`config.mk`:
```
export PLATFORM = sky130hd
export DESIGN_NAME = mem_rd_dec
export DESIGN_NICKNAME = d
export VERILOG_FILES = /design/src/rtl/mem_rd_dec_pkg.sv /design/src/rtl/io_chg_det.sv /design/src/rtl/mem_rd_dec.sv
export SDC_FILE = /design/constraint.sdc
export NUM_CORES = 1
export LEC_CHECK = 0
export ABC_AREA = 1
export CAP_MARGIN = 0
export CORE_AREA = 2 2 117 107
export CTS_CLUSTER_DIAMETER = 50
export DETAILED_ROUTE_END_ITERATION = 16
export DIE_AREA = 0 0 119 109
export HOLD_SLACK_MARGIN = 0.1
export PLACE_DENSITY_LB_ADDON = 0.08
export RECOVER_POWER = 50
export SYNTH_ARGS = -nofsm -noshare
export SYNTH_HDL_FRONTEND = slang
export SYNTH_HIERARCHICAL = 1
export SYNTH_SLANG_ARGS = --single-unit
```
`constraint.sdc`:
```
create_clock -name CLK_DC -period 1.15 [get_ports CLK_DC]
set_input_delay 0.23 -clock CLK_DC [delete_from_list [all_inputs] [get_ports CLK_DC]]
set_output_delay 0.23 -clock CLK_DC [all_outputs]
set_load 0.05 [all_outputs]
```
`src/rtl/mem_rd_dec_pkg.sv`:
```
// mem_rd_dec_pkg: shared defaults and address-map helpers
// for the RAM / IO read decoder.
package mem_rd_dec_pkg;

  localparam int DEF_DATA_W    = 16;
  localparam int DEF_ADDR_W    = 8;
  localparam int DEF_RAM_WORDS = 8;
  localparam int DEF_IO_CH     = 2;
  localparam int DEF_IO_BASE   = 65;

  // Which source a read address resolves to
  typedef enum logic [1:0] {
    SEL_ERR,
    SEL_RAM,
    SEL_STAT,
    SEL_IO
  } sel_e;

  // Status word sits just below the first IO channel
  function automatic int io_stat_ad(input int io_base);
    return io_base - 1;
  endfunction

endpackage

```
`src/rtl/io_chg_det.sv`:
```
// io_chg_det: one IO channel sample register plus its
// sticky change flag (set beats read-clear).
module io_chg_det #(
  parameter int DATA_W = 16
) (
  input  logic              clk,
  input  logic              rst,
  input  logic              prime,
  input  logic [DATA_W-1:0] din,
  input  logic              rd_clr,
  output logic [DATA_W-1:0] samp,
  output logic              flag
);

  logic [DATA_W-1:0] samp_q, samp_d;
  logic              flag_q, flag_d;
  logic              chg;

  // New sample every cycle; flag sets on a change once primed
  always_comb begin
    samp_d = din;
    chg    = prime && (din != samp_q);
    flag_d = flag_q;
    if (rd_clr) flag_d = 1'b0;
    if (chg)    flag_d = 1'b1;
  end

  // Sample and flag state
  always_ff @(posedge clk or posedge rst) begin
    if (rst) begin
      samp_q <= '0;
      flag_q <= 1'b0;
    end else begin
      samp_q <= samp_d;
      flag_q <= flag_d;
    end
  end

  assign samp = samp_q;
  assign flag = flag_q;

endmodule

```
`src/rtl/mem_rd_dec.sv`:
```
// mem_rd_dec: single-cycle read decoder over a flat RAM,
// sampled IO channels and an IO change-status word.
module mem_rd_dec
  import mem_rd_dec_pkg::*;
#(
  parameter int DATA_W    = DEF_DATA_W,
  parameter int ADDR_W    = DEF_ADDR_W,
  parameter int RAM_WORDS = DEF_RAM_WORDS,
  parameter int IO_CH     = DEF_IO_CH,
  parameter int IO_BASE   = DEF_IO_BASE
) (
  input  logic                        CLK_DC,
  input  logic                        RESET,
  input  logic                        RD_REQ,
  input  logic [ADDR_W-1:0]           RD_AD,
  input  logic [RAM_WORDS*DATA_W-1:0] RAM_FLAT,
  input  logic [IO_CH*DATA_W-1:0]     IO_IN,
  output logic [DATA_W-1:0]           RAM_OUT,
  output logic [ADDR_W-1:0]           RAM_AD_OUT,
  output logic                        RD_ACK,
  output logic                        RD_ERR
);

  localparam int IO_STAT_AD = io_stat_ad(IO_BASE);

  int                ad;
  logic              is_ram, is_stat, is_io;
  sel_e              sel;
  logic [DATA_W-1:0] ram_word, io_word, stat_word;
  logic [DATA_W-1:0] io_samp [IO_CH];
  logic [IO_CH-1:0]  io_flag, io_clr;

  logic [DATA_W-1:0] ram_out_q, ram_out_d;
  logic [ADDR_W-1:0] ram_ad_out_q, ram_ad_out_d;
  logic              rd_ack_q, rd_ack_d;
  logic              rd_err_q, rd_err_d;
  logic              prime_q, prime_d;

  // Per-channel sampler and change flag
  for (genvar g = 0; g < IO_CH; g++) begin : g_ch
    io_chg_det #(
      .DATA_W(DATA_W)
    ) u_det (
      .clk   (CLK_DC),
      .rst   (RESET),
      .prime (prime_q),
      .din   (IO_IN[g*DATA_W +: DATA_W]),
      .rd_clr(io_clr[g]),
      .samp  (io_samp[g]),
      .flag  (io_flag[g])
    );
  end

  // Classify the request address into a source
  always_comb begin
    ad      = int'(RD_AD);
    is_ram  = ad < RAM_WORDS;
    is_stat = ad == IO_STAT_AD;
    is_io   = (ad >= IO_BASE) && (ad < IO_BASE + IO_CH);
    sel     = SEL_ERR;
    unique case (1'b1)
      is_ram:  sel = SEL_RAM;
      is_stat: sel = SEL_STAT;
      is_io:   sel = SEL_IO;
      default: sel = SEL_ERR;
    endcase
  end

  // Candidate read words and per-channel flag clears
  always_comb begin
    ram_word  = '0;
    io_word   = '0;
    stat_word = '0;
    io_clr    = '0;
    for (int k = 0; k < RAM_WORDS; k++) begin
      if (ad == k) ram_word = RAM_FLAT[k*DATA_W +: DATA_W];
    end
    for (int i = 0; i < IO_CH; i++) begin
      stat_word[i] = io_flag[i];
      if (ad == IO_BASE + i) begin
        io_word   = io_samp[i];
        io_clr[i] = RD_REQ;
      end
    end
  end

  // Next output state; unmapped reads keep the old data
  always_comb begin
    ram_out_d    = ram_out_q;
    ram_ad_out_d = ram_ad_out_q;
    rd_ack_d     = RD_REQ;
    rd_err_d     = 1'b0;
    prime_d      = 1'b1;
    if (RD_REQ) begin
      ram_ad_out_d = RD_AD;
      unique case (sel)
        SEL_RAM:  ram_out_d = ram_word;
        SEL_STAT: ram_out_d = stat_word;
        SEL_IO:   ram_out_d = io_word;
        default:  rd_err_d  = 1'b1;
      endcase
    end
  end

  // Output registers and the post-reset prime bit
  always_ff @(posedge CLK_DC or posedge RESET) begin
    if (RESET) begin
      ram_out_q    <= '0;
      ram_ad_out_q <= '0;
      rd_ack_q     <= 1'b0;
      rd_err_q     <= 1'b0;
      prime_q      <= 1'b0;
    end else begin
      ram_out_q    <= ram_out_d;
      ram_ad_out_q <= ram_ad_out_d;
      rd_ack_q     <= rd_ack_d;
      rd_err_q     <= rd_err_d;
      prime_q      <= prime_d;
    end
  end

  assign RAM_OUT    = ram_out_q;
  assign RAM_AD_OUT = ram_ad_out_q;
  assign RD_ACK     = rd_ack_q;
  assign RD_ERR     = rd_err_q;

endmodule

```
; Word level (Yosys, flattened, before mapping)
; Index checks and enable logic that the tools add are counted.
[totals]
ff_bits = 61
output_inout_bits = 26
[op_classes]
magnitude_cmp = 3
eq_ne = 15
mux = 20
n_reduce_logical = 9
[op_table]
columns = operator, count
row1 = 16-bit two-way mux, 10
row2 = 16-bit one-hot mux with 3 select lines, 1
row3 = "8-bit by 4-bit equality test with 1-bit output, second input constant", 4
row4 = 32-bit zero test, 1
row5 = 16-bit inequality test, 2
row6 = "8-bit equality test, second input constant", 3
row7 = "8-bit by 3-bit equality test with 1-bit output, second input constant", 2
row8 = "8-bit by 2-bit equality test with 1-bit output, second input constant", 1
row9 = "8-bit by 7-bit greater-or-equal comparator with 1-bit output, second input constant", 1
row10 = "8-bit by 4-bit less-than comparator with 1-bit output, second input constant", 1
row11 = "8-bit by 7-bit less-than comparator with 1-bit output, second input constant", 1
row12 = 1-bit two-way mux, 8
row13 = 2-bit one-hot mux with 3 select lines, 1
row14 = "2-bit equality test, second input constant", 2
row15 = 2-bit nonzero test, 2
row16 = 1-bit logical AND, 3
row17 = 3-bit nonzero test, 1
row18 = 3-bit OR reduction, 1
row19 = "2-bit by 1-bit equality test with 1-bit output, second input constant", 1
row20 = 2-bit AND reduction, 1

; Depth between registers and ports, before layout
; Gate-level depths: netlist of run 1.
[depth]
ltp_word = 10
ltp_mapped = 11

; By module
; Netlist of run 1, hierarchy kept.
[modules_own_cells]
columns = mod, instances, cells_per_inst, area_per_inst_um2, seq_area_each_um2
row1 = mem_rd_dec, 1, 398, 2458.6, 675.6
row2 = io_chg_det, 2, 112, 782.0, 425.4

; Worst setup path before layout of run 1
; Ideal clock, no wire load.
[synth_path]
path_kind = input to register
startpoint = input RD_AD[5]
endpoint = register ram_out_q[10] (netlist: RAM_OUT[10])
arrival_ps = 1321
path_slack_ps = -292
cell_stages = 9
path_buffers = 1
cell_sequence = nor2_4 nand3_2 inv_2 nand4_4 a21oi_4 inv_2 buf_2 nor2_1 a21oi_1
[synth_via]
elab_chain_len = 10
elab_cells_between_ends = 32
classes_between = order compare: 3 / eq/ne: 13 / mux: 12 / reduce/logical: 4
[synth_lines]
columns = item, line_no
row1 = start: declaration, mem_rd_dec.sv:15  ; input logic [ADDR_W-1:0] RD_AD,
row2 = 32-bit zero test, mem_rd_dec.sv:76  ; if (ad == k) ram_word = RAM_FLAT[k*DATA_W +: DATA_W];
row3 = 16-bit two-way mux (8 in a row), mem_rd_dec.sv:76
row4 = 16-bit one-hot mux with 3 select lines, mem_rd_dec.sv:96  ; unique case (sel)
row5 = end signal: assignment, mem_rd_dec.sv:114  ; ram_out_q <= ram_out_d;
row6 = end: declaration, mem_rd_dec.sv:33  ; logic [DATA_W-1:0] ram_out_q, ram_out_d;
; Several ways; a longest one is shown, not always the timed one.
; A chain may end at the register's enable or synchronous reset.

; Worst setup path after layout of run 1
[layout_path]
startpoint = input RD_AD[5]
endpoint = register ram_out_q[11] (netlist: RAM_OUT[11])
; Same word-level chain as after synthesis.

==> PnR_summary.wiki, run 1 <==
{| class="wikitable"
! Metric !! Value
|-
| Synthesized Nets || 793
|-
| Die width || 119 µm
|-
| Final routed wirelength across all metal layers || 16600 µm
|-
| Category of the worst setup path capture point || register
|-
| Global placement routability congestion || 0.881
|-
| Seq cells post-synth || 61
|-
| Startpoint of the worst-slack reg-to-reg timing path || g_ch[1].u_det/samp[13]
|-
| Avg Synthesized Cell Area || 6.47 µm²
|-
| Synth unique cells || 28
|-
| Total number of vias || 4874
|-
| Final net count || 1058
|-
| Detailed router's first-iteration violation count || 253
|-
| Library cell occupying the most area in the post-synthesis netlist || dfrtp_1
|-
| Max Transition Viols Final || 0
|-
| Vias in the first global route || 4735
|-
| Die height || 109 µm
|-
| Initial Utilization || 0.340
|-
| Crit Reg-Reg Endpoint || g_ch[1].u_det/flag
|-
| Path depth of the worst reg2reg path || 8
|-
| Drt pass-1 iters || 4
|-
| Mapped Area || 4020 µm²
|-
| Data required time at the worst endpoint || 1.39 ns
|-
| Max-cap violation count || 0
|-
| Clock buffers created by TritonCTS || 9
|-
| H-tree depth reported by CTS || 3
|-
| DRC || 0
|-
| Global router's overall resource usage || 0.248
|-
| Clock Skew || 0.00575 ns
|-
| Buf/Inv on CP || 3
|-
| Cell count after placement || 1010
|-
| Final hold violation count || 0
|-
| Power density normalized to cell area || 1070 nW/µm²
|-
| Detail-routed net length per standard cell || 15.8 µm
|-
| Critical path's slowest cell || buf_4
|-
| Failing checks || setup timing
|-
| WP data arrival || 1.56 ns
|-
| Unrepaired setup endpoints after global routing || yes
|-
| Post-route cell area || 7770 µm²
|-
| HPWL after DPL || 12300 µm
|-
| Leakage power summed over all cells || 3.80 nW
|-
| Highest ir drop seen on vdd || 1040 µV
|-
| Final period utilization || 1.15
|-
| Number of sinks on the clock net || 61
|-
| Launch point of the worst hold path || IO_IN[23]
|-
| Number of antenna violations at the first check in global routing || 2
|-
| Fin worst setup slack || -0.168 ns
|-
| Hold Path Class || in -> reg
|-
| Cells traversed along the worst timing path || buf_6 -> nor2_4 -> nand2_8 -> buf_6 -> nor4_2 -> buf_4 -> nand2_1 -> nand4_1 -> nand2_1 -> a21oi_1
|-
| Most common cell after layout, fill and taps aside || nand2_1
|-
| Layout Cells excl Fill || 1053
|-
| Area Growth Syn to Fin || 93.2%
|-
| Accumulated negative setup slack || -2.40 ns
|-
| # IOs || 197
|-
| Yosys warns || 6
|-
| Critical path startpoint category || input port
|-
| Final ANT Viol Nets || 0
|-
| Peak clock frequency supported by timing || 0.759 GHz
|-
| CP max stage delay || 0.23 ns
|-
| CTS Root Cell || clkbuf_16
|-
| Status || finished with violations
|-
| Most used cells in the layout excluding fill and tap cells || nand2_1 (192), clkdlybuf4s50_1 (135), nor2_1 (91)
|-
| Hold EP || g_ch[1].u_det/samp[7]
|-
| Rows || 38
|-
| Number of standard cells after synthesis || 622
|-
| Crit-path max FO || 12
|-
| Post-synthesis sequential area ratio || 0.379
|-
| Main area contributors after synthesis || dfrtp_1 (38%), nand2_1 (20%), nor2_1 (10%)
|-
| Layout cells sized above 1 || 0.243
|-
| First-pass GRT wire length || 25000 µm
|-
| Category of cells accounting for the largest share of critical-path delay || simple AND/OR/NAND/NOR gates
|-
| Count of flip-flops with a built-in enable after synthesis || 0
|-
| CTS tree || done
|-
| Post-synth ARST share || 1.00
|-
| Remaining Overflow, GRT || 0
|-
| Crit path time final || 1.32 ns
|-
| Core utilization of the finished layout || 0.657
|-
| Post-detailed-placement cell area || 6840 µm²
|-
| Core box area || 11800 µm²
|-
| Clk pin slew, worst setup/hold paths || 0.06 ns
|-
| Classification of the worst setup path || in -> reg
|-
| Die footprint || 13000 µm²
|-
| Pin count of the biggest net entering global routing || 28
|-
| Hold path depth || 1
|-
| Prevailing post-synth register cell || dfrtp_1
|-
| Number of buffers on the longest clock path || 2
|-
| Final setup viols || 19
|-
| Buffers added on ports || 196
|-
| Top cell type's share of synthesized area || 0.379
|-
| Via/cell ratio || 4.63
|-
| Final hold slack || 0.180 ns
|-
| Setup slack of the most critical reg-to-reg path || -0.07 ns
|-
| Clock latency reported for the late side of the worst-skew pair || 0.32 ns
|}
## Yosys cell counts, types with 7 or more instances
cell type	count
a21oi_1	15
a22o_1	14
buf_2	7
dfrtp_1	61
inv_1	87
nand2_1	213
nand3_1	24
nand4_1	18
nor2_1	111
o211ai_1	14
o21ai_0	13
or2_2	8
## stage by stage
step,power (W),setup slack (ns)
2_1_floorplan,0.00359,-0.265
3_3_place_gp,0.00529,-1.01
3_5_place_dp,0.00532,-1.06
4_1_cts,0.00836,-0.157
5_1_grt,0.00868,-0.244
6_report,0.00834,-0.168
## what timing repair did
item / in CTS / in global routing
setup endpoints to repair: 20 / 25
pin swaps: 42 / 22
resized for setup: 109 / 56
buffers inserted: 8 / 10
hold buffers: 0 / 4
hold endpoints to repair: 0 / 4
gates cloned: 3 / 2
## cells by family (layout without fill, tap and decap cells)
group | after synthesis | in the layout | synth area share
buf+inv | 110 | 380 | 0.109
other cells | 1 | 2 | 0.000932
flops | 61 | 61 | 0.379
compound gates | 59 | 59 | 0.0992
simple gates | 391 | 391 | 0.412
## routing by layer
metal,part of all wire,global-route usage,vias up
li1,-,-,2469
met1,0.41,0.307,2236
met2,0.51,0.443,149
met3,0.057,0.0424,18
met4,0.015,0.0774,2
met5,0.00078,0,-
## layout make-up
class                   count  area, µm²
clock inverters             6       86.3
repair buffers            269       2950
inverters                  93        368
multi-input cells         451       2390
fillers                   980       4070
well taps                 160        200
repair inverters            2       13.8
flip-flops and latches     61       1530
clock buffers              10        239
diodes                      1       2.50
## registers in the layout (all words and copies together), names as in the netlist
name             flops
prime_q              1
g_ch.u_det/flag      2
RAM_OUT             16
g_ch.u_det/samp     32
RAM_AD_OUT           8
RD_ACK               1
RD_ERR               1
## power by group
group / switching (W) / internal (W)
clock: 0.000975 / 0.00195
combinational: 0.00131 / 0.00147
sequential: 0.000252 / 0.00238
## how the worst max path moves through the flow
stage / startpoint / endpoint / slack [ns] / cells past startpoint
finish: RD_AD[5] / RAM_OUT[11] / -0.17 / 10
global route: RD_AD[5] / RAM_OUT[5] / -0.24 / 10
CTS: RD_AD[4] / RAM_OUT[1] / -0.16 / 10
detailed placement: RD_AD[0] / RAM_OUT[10] / -1.06 / 9
global placement: RD_AD[1] / RAM_OUT[10] / -1.01 / 9
floorplan: RD_AD[5] / RAM_OUT[10] / -0.26 / 9
Power figures use the tool's default switching activity.
==> run 2, diff against run 1 <==
--- a/config.mk
+++ b/config.mk
@@ -11,6 +11,7 @@
 export CTS_CLUSTER_DIAMETER = 50
 export DETAILED_ROUTE_END_ITERATION = 16
 export DIE_AREA = 0 0 119 109
+export GPL_TIMING_DRIVEN = 0
 export HOLD_SLACK_MARGIN = 0.1
 export PLACE_DENSITY_LB_ADDON = 0.08
 export RECOVER_POWER = 50
==> run 2 against run 1 <==
  * The run still ends with setup timing left
  * Total power decreased by 9.0%
  * Sequential share of layout area up 1.0 points
  * Worst setup slack lost 0.048 ns
  * Clock power decreased by 7.8%
  * Count of clock-buffer cells in the layout rose by 1
==> PnR_summary.wiki, run 2 (same netlist as run 1, synthesis figures left out) <==
{| class="wikitable"
! Metric !! Value
|-
| Cell count after placement || 978 (-3.2%)
|-
| WP data arrival || 1.62 ns (+0.06 ns)
|-
| Most common cell after layout, fill and taps aside || nand2_1
|-
| Unrepaired setup endpoints after global routing || yes
|-
| Layout Cells excl Fill || 1056 (+0.28%)
|-
| Classification of the worst setup path || in -> reg
|-
| Critical path startpoint category || input port
|-
| Accumulated negative setup slack || -2.92 ns (-0.516 ns)
|-
| Final period utilization || 1.19 (+0.0420)
|-
| Largest register FFs || 32 (unchanged)
|-
| Failing checks || setup timing
|-
| Final hold slack || 0.175 ns (-0.00543 ns)
|-
| Hold EP || RAM_AD_OUT[4]
|-
| Clock buffers created by TritonCTS || 9 (unchanged)
|-
| Leakage power summed over all cells || 3.60 nW (-5.4%)
|-
| Antenna cell count || 0 (-1)
|-
| Die height || 109 µm (unchanged)
|-
| H-tree depth reported by CTS || 3 (unchanged)
|-
| Max-slew headroom || 0.493
|-
| Sequential cell area || 1530 µm² (about the same)
|-
| Rows || 38 (unchanged)
|-
| Crit path time final || 1.37 ns (+0.0483 ns)
|-
| Post-route cell area || 7380 µm² (-5.0%)
|-
| Clock Skew || 0.00617 ns (+0.000418 ns)
|-
| Core box area || 11800 µm² (unchanged)
|-
| Category of the worst setup path capture point || register
|-
| Detailed router's first-iteration violation count || 362 (+43%)
|-
| HPWL after DPL || 12100 µm (-1.7%)
|-
| Peak clock frequency supported by timing || 0.732 GHz (-3.5%)
|-
| Status || finished with violations
|-
| Die width || 119 µm (unchanged)
|-
| Via/cell ratio || 4.69 (+1.3%)
|-
| First-pass GRT wire length || 24200 µm (-3.3%)
|-
| Number of antenna violations at the first check in global routing || 0 (-2)
|-
| Startpoint of the worst-slack reg-to-reg timing path || g_ch[1].u_det/samp[13]
|-
| Layout filler cell count || 1062 (+8.4%)
|-
| Detail-routed net length per standard cell || 15.4 µm (-2.0%)
|-
| Final ANT Viol Nets || 0 (unchanged)
|-
| Layout cells sized above 1 || 0.223 (-0.0201)
|-
| Max-cap violation count || 0 (unchanged)
|-
| Pin count of the biggest net entering global routing || 28 (unchanged)
|-
| Setup slack of the most critical reg-to-reg path || 0.02 ns (+0.09 ns)
|-
| Clock latency reported for the late side of the worst-skew pair || 0.33 ns (about the same)
|-
| Final net count || 1063 (+0.47%)
|-
| Power density normalized to cell area || 1030 nW/µm² (-4.2%)
|-
| CTS tree || done
|-
| Hold Path Class || in -> reg
|-
| Total number of vias || 4951 (+1.6%)
|-
| Crit Reg-Reg Endpoint || g_ch[1].u_det/flag
|-
| Die footprint || 13000 µm² (unchanged)
|-
| Final routed wirelength across all metal layers || 16300 µm (-1.7%)
|-
| Area Growth Syn to Fin || 83.5%
|-
| Number of buffers on the longest clock path || 2 (unchanged)
|-
| Final setup viols || 18 (-1)
|-
| Global placement routability congestion || 0.885 (+0.47%)
|-
| Hold path depth || 3 (+2)
|-
| Most used cells in the layout excluding fill and tap cells || nand2_1 (192), clkdlybuf4s50_1 (128), nor2_1 (93)
|-
| Global router's overall resource usage || 0.240 (-0.00772)
|-
| Crit-path max FO || 8 (-4)
|-
| Post-detailed-placement cell area || 6220 µm² (-9.1%)
|-
| Buffers added on ports || 196 (unchanged)
|-
| Number of sinks on the clock net || 61 (unchanged)
|-
| Clk pin slew, worst setup/hold paths || 0.05 ns (about the same)
|-
| Fin worst setup slack || -0.216 ns (-0.0483 ns)
|-
| Worst setup slack before clock tree synthesis || -1.19 ns (-0.127 ns)
|-
| Launch point of the worst hold path || RD_AD[4]
|-
| Highest ir drop seen on vdd || 793 µV (-24%)
|-
| Least-Margin Pin Slew || 0.759 ns
|-
| Initial Utilization || 0.340 (unchanged)
|-
| Remaining Overflow, GRT || 0 (unchanged)
|-
| DRC || 0 (unchanged)
|-
| Final hold violation count || 0 (unchanged)
|-
| Vias in the first global route || 4694 (-0.87%)
|-
| # IOs || 197 (unchanged)
|-
| Area of the multi-input gates || 2330 µm² (-2.3%)
|-
| Max Transition Viols Final || 0 (unchanged)
|-
| Data required time at the worst endpoint || 1.40 ns (about the same)
|-
| Path depth of the worst reg2reg path || 8 (unchanged)
|-
| Drt pass-1 iters || 7 (+3)
|-
| CTS Root Cell || clkbuf_16
|}
[run 2: critical path: stages]
cell,delay [ns]
buf_8,0.10
nor2_4,0.19
nand2_8,0.15
nor2_4,0.23
buf_4,0.16
buf_4,0.12
o211ai_1,0.09
nand4_1,0.11
nand2_2,0.09
a21oi_2,0.14
[run 2: worst max-delay path by stage]
stage / startpoint / endpoint / slack [ns]
floorplan: RD_AD[5] / RAM_OUT[10] / -0.26
global placement: RD_AD[1] / RAM_OUT[10] / -1.14
detailed placement: RD_AD[1] / RAM_OUT[10] / -1.19
CTS: RD_AD[4] / RAM_OUT[13] / -0.18
global route: RD_AD[0] / RAM_OUT[6] / -0.26
finish: RD_AD[5] / RAM_OUT[13] / -0.22
[run 2: stage by stage]
step / total power [W] / utilization
2_1_floorplan: 0.00359 / -
3_3_place_gp: 0.00470 / 0.525
3_5_place_dp: 0.00473 / 0.525
4_1_cts: 0.00751 / 0.592
5_1_grt: 0.00790 / 0.624
6_report: 0.00759 / 0.624
[run 2: per-layer routing]
| layer | vias to the layer above | part of all wire | track usage |
|---|---|---|---|
| li1 | 2474 | - | - |
| met1 | 2270 | 0.41 | 0.297 |
| met2 | 181 | 0.50 | 0.414 |
| met3 | 26 | 0.069 | 0.0544 |
| met4 | 0 | 0.022 | 0.0876 |
| met5 | - | 0 | 0 |
[run 2: what timing repair did]
action                                  4_1_cts  5_1_grt
resized for setup                           278       82
buffers inserted                             33       14
cloned                                        5        1
pin swaps                                    29       52
hold buffers                                  0       10
endpoints found under the setup margin       78       30
endpoints found under the hold margin         0       10
[run 2: cell type report]
| class | instances | area share |
|---|---|---|
| flip-flops and latches | 61 | 0.207 |
| repair buffers | 259 | 0.337 |
| multi-input cells | 451 | 0.316 |
| well taps | 160 | 0.0271 |
| inverters | 93 | 0.0488 |
| plain buffers | 17 | 0.0237 |
| clock inverters | 4 | 0.00644 |
| clock buffers | 11 | 0.0342 |
[run 2: report_power, final]
group / leakage [nW] / switching (W) / total (W) / internal (W)
combinational: 2.73 / 0.00128 / 0.00234 / 0.00106
sequential: 0.718 / 0.000163 / 0.00255 / 0.00238
clock: 0.147 / 0.000924 / 0.00270 / 0.00177
total: 3.60 / 0.00237 / 0.00759 / 0.00522
